**src/rtl/io_initiator.sv**
```systemverilog
// io_initiator: single-outstanding initiator for the stb/we/addr/data/ack IO bus,
// with a held response port and a timeout that reports the faulting address.
module io_initiator #(
  parameter int AW = 4,
  parameter int TIMEOUT = 255
) (
  input  logic          clk,
  input  logic          rst,
  input  logic          req_valid,
  output logic          req_ready,
  input  logic          req_we,
  input  logic [AW-1:0] req_addr,
  input  logic [31:0]   req_wdata,
  output logic          rsp_valid,
  input  logic          rsp_ready,
  output logic [31:0]   rsp_rdata,
  output logic          rsp_err,
  output logic          stb,
  output logic          we,
  output logic [AW-1:0] addr,
  output logic [31:0]   data_out,
  input  logic [31:0]   data_in,
  input  logic          ack,
  output logic          err_sig,
  output logic [AW-1:0] err_addr
);
  localparam int CW = TIMEOUT > 0 ? $clog2(TIMEOUT + 1) : 1;
  localparam logic [CW-1:0] LAST = CW'(TIMEOUT > 0 ? TIMEOUT - 1 : 0);
  localparam logic [1:0] IDLE = 2'd0, BUS = 2'd1, RESP = 2'd2;
  logic [1:0]    state;
  logic [CW-1:0] cnt;
  logic          expire;
  assign req_ready = state == IDLE;
  assign expire = TIMEOUT != 0 && cnt == LAST;
  // rst is active-low; ack outside BUS is ignored because stb is only high in BUS
  always_ff @(posedge clk or negedge rst) begin
    if (!rst) begin
      state     <= IDLE;
      cnt       <= '0;
      stb       <= 1'b0;
      we        <= 1'b0;
      addr      <= '0;
      data_out  <= '0;
      rsp_valid <= 1'b0;
      rsp_rdata <= '0;
      rsp_err   <= 1'b0;
      err_sig   <= 1'b0;
      err_addr  <= '0;
    end else begin
      err_sig <= 1'b0;
      case (state)
        IDLE: if (req_valid) begin
          we       <= req_we;
          addr     <= req_addr;
          data_out <= req_we ? req_wdata : 32'd0;
          cnt      <= '0;
          stb      <= 1'b1;
          state    <= BUS;
        end
        BUS: if (ack) begin
          rsp_rdata <= we ? 32'd0 : data_in;
          rsp_err   <= 1'b0;
          stb       <= 1'b0;
          rsp_valid <= 1'b1;
          state     <= RESP;
        end else if (expire) begin
          rsp_rdata <= 32'd0;
          rsp_err   <= 1'b1;
          stb       <= 1'b0;
          rsp_valid <= 1'b1;
          err_sig   <= 1'b1;
          err_addr  <= addr;
          state     <= RESP;
        end else begin
          cnt <= cnt + 1'b1;
        end
        RESP: if (rsp_ready) begin
          rsp_valid <= 1'b0;
          state     <= IDLE;
        end
        default: state <= IDLE;
      endcase
    end
  end
endmodule

```
**config.mk**
```make
export PLATFORM = sky130hd
export DESIGN_NAME = io_initiator
export DESIGN_NICKNAME = d
export VERILOG_FILES = /design/src/rtl/io_initiator.sv
export SDC_FILE = /design/constraint.sdc
export NUM_CORES = 1
export LEC_CHECK = 0
export ABC_CLOCK_PERIOD_IN_PS = 5020
export CAP_MARGIN = 30
export CORE_MARGIN = 8
export CORE_UTILIZATION = 47
export CTS_BUF_LIST = sky130_fd_sc_hd__clkbuf_2
export CTS_CLUSTER_SIZE = 28
export DETAILED_ROUTE_END_ITERATION = 8
export HOLD_SLACK_MARGIN = 0.05
export PLACE_DENSITY = 0.95
export SLEW_MARGIN = 20
export SYNTH_ARGS = -nofsm -noshare
export SYNTH_HDL_FRONTEND = slang
export SYNTH_SLANG_ARGS = --single-unit
```
**constraint.sdc**
```tcl
create_clock -name clk -period 5.02 [get_ports clk]
set_clock_uncertainty 0.05 [all_clocks]
set_input_delay 1.255 -clock clk [delete_from_list [all_inputs] [get_ports clk]]
set_output_delay 1.255 -clock clk [all_outputs]
set_load 0.1 [all_outputs]
```
==> flow_summary.json <==
{
  "run_status": "complete, no violations",
  "timing.max_cap.violations": 0,
  "path_class": "reg2out",
  "critPathSlowestCell": "clkdlybuf4s50_1",
  "period_minus_slack_ns": 3.66,
  "grt_remaining_overflow": 0,
  "die_w_um": 102,
  "route.final.wire_length_um": 10600,
  "slew_viol_final": 0,
  "critical_path.startpoint_type": "flop",
  "number_of_gates_resized_after_cts": 0,
  "synth_fp_nets": 388,
  "timing.slew.headroom": 0.320,
  "cpPeakStageDelay_ns": 1.16,
  "cp_max_fo": 7,
  "floorplan.io_pins": 152,
  "postCtsSetupBuffers": 0,
  "post-route-worst-setup-slack_ns": 1.36,
  "yosysWarnings": 0,
  "yosys-top-cells-area": "dfrtp_1 (63%), nand2_1 (9.1%), a22o_1 (8.1%)",
  "syn_area_per_cell_um2": 11.1,
  "hp-class": "reg2reg",
  "layout-area-overhead-vs-synth_pct": 49.0,
  "via_per_inst": 5.21,
  "worst_setup_hold_path_clk_slew_ns": 0.22,
  "buffering_stage_count_on_the_worst_path_with_inverters_included": 1,
  "rsz_0062_raised_after_global_routing": "no",
  "drc_errors": 0,
  "first_global_vias": 3083,
  "antenna_cells_inserted": 0,
  "vias": 2940,
  "tritoncts_buffers": 9,
  "timing.critical_path.to_type": "output pin",
  "postRouteAntennaNets": 0,
  "clock_tree.htree_level_count": 3,
  "synthesis.instances": 312,
  "dpl_cell_area_mm2": 0.00507,
  "setup_violations": 0,
  "timing.fmax_ghz": 0.273,
  "die-height_um": 102,
  "synthDominantAreaCellType": "dfrtp_1",
  "clk_latency_ns": 0.53,
  "synth.cell_area_mm2": 0.00347,
  "worst_pin_slew_ns": 1.02,
  "drt-wirelength-per-cell_um": 18.8,
  "place.gp.congestion": 0.806,
  "timing.critical_path.max_delay_family": "buffers and inverters",
  "hold_violations": 0,
  "ys_ff_latch": 87,
  "antenna_found_initial": 0,
  "fin_setup_tns_ns": 0,
  "port-buffer-count": 151,
  "design.final.nets": 537,
  "fp-row-count": 31,
  "first_drt_pass_iteration_count": 6,
  "grt_max_degree": 45,
  "place_hpwl_um": 8230,
  "cts_hold_buffers": 0,
  "ys_types": 38,
  "layout-drive-gt1-share": 0.0731,
  "detailedPlace.worstSlack_ns": 1.92,
  "grt_first_pass_wirelength_um": 16700,
  "core-area_mm2": 0.00721,
  "initialDrtViolationCount": 116,
  "register_area_share_after_synthesis": 0.627,
  "cts.root.buffer_cell": "clkbuf_2",
  "stdcell_area_mm2": 0.00517,
  "period_utilisation_layout": 0.730,
  "synthDominantCellAreaShare": 0.627,
  "worst_ep_arrival_time_ns": 2.36,
  "grtUsageTotal": 0.209,
  "cts_tree": "done",
  "worst_ep_required_time_ns": 3.71,
  "start_util": 0.481,
  "cp_cell_sequence": "nor2_1, clkdlybuf4s50_1",
  "layoutNonFillerInstCount": 564,
  "area_of_the_die_mm2": 0.0104,
  "numClockSinks": 87,
  "dpl.cell_count": 549,
  "clockBufferDepth": 2
}
==> tightest hold or removal path: cells and delay by family (launching register included) <==
family        cells  cell delay [ns]
flops             1             0.39
simple gates      2             0.10
==> layout make-up <==
| type | count | area (µm²) |
|---|---|---|
| Clock inverter | 4 | 47.5 |
| Sequential cell | 87 | 2180 |
| Timing Repair Buffer | 156 | 1570 |
| Inverter | 4 | 15.0 |
| Multi-Input combinational cell | 203 | 1180 |
| Clock buffer | 11 | 55.1 |
| Tap cell | 99 | 124 |
| Fill cell | 530 | 2040 |
==> Yosys cell counts <==
library cell and number:
o21ai_2 1, nand3_1 38, buf_6 3, o21bai_2 1, buf_1 1, clkbuf_1 8
nor4_1 1, nand2b_1 2, ha_1 2, inv_1 4, or2_2 1, dfrtp_1 87
nand4_1 1, buf_2 6, mux2i_1 2, a21oi_1 4, a31oi_1 1, and2b_1 1
o221ai_1 1, nand3_4 1, and3_1 2, nand2_4 1, o21a_1 2, o311ai_0 1
nand2b_4 1, o21ai_0 7, mux2_2 3, nand4_2 1, a41oi_1 1, nor2_1 4
nor3b_2 1, nor4_4 1, mux2_1 1, a22o_1 32, nor2_2 1, a21o_1 2
nand2_1 84, and2_1 1
==> cell families after synthesis <==
group | share of synthesized area
compound gates | 0.120
simple gates | 0.194
mux | 0.0187
buf+inv | 0.0324
flops | 0.627
fa+ha+maj | 0.00721
==> placed cells by master, fill, tap and decap left out, types with 3 or more instances in the layout <==
| master | n |
|---|---|
| a21oi_1 | 4 |
| a22o_1 | 32 |
| buf_4 | 3 |
| clkbuf_2 | 11 |
| clkdlybuf4s50_1 | 150 |
| dfrtp_1 | 87 |
| inv_1 | 4 |
| mux2_2 | 3 |
| nand2_1 | 84 |
| nand3_1 | 38 |
| nor2_1 | 4 |
| o21ai_0 | 7 |
==> metrics by stage <==
stage	util	hold WS [ns]
finish	0.717	0.447
global route	0.717	0.472
CTS	0.717	0.452
detailed placement	0.702	0.406
global placement	0.696	0.398
floorplan	-	0.470
==> final timing paths <==
check / start / to / slack (ns) / cells past startpoint
setup / recovery: state[0] / req_ready / 1.36 / 2
hold / removal: data_out[14] / data_out[14] / 0.45 / 2
setup reg to reg: cnt[0] / rsp_rdata[15] / 3.09 / 6
hold reg to reg: data_out[14] / data_out[14] / 0.45 / 2
max in group asynchronous: rst / data_out[19] / 3.63 / 2
min in group asynchronous: rst / rsp_rdata[6] / 0.64 / 1
==> flip-flops by register name, summed over array words and instances, names as in the netlist <==
register   cells
rsp_rdata     32
addr           4
cnt            8
stb            1
data_out      32
we             1
rsp_valid      1
rsp_err        1
err_sig        1
err_addr       4
state          2
==> metal layers <==
| metal | wire length, µm | global-route usage |
|---|---|---|
| met5 | 0 | 0 |
| met4 | 176 | 0.0655 |
| met3 | 1100 | 0.0879 |
| met2 | 5260 | 0.357 |
| met1 | 4080 | 0.230 |
Power is left out: the tool's default activity adds up to more than one toggle a clock period on the data nets, which glitch-free logic cannot reach.
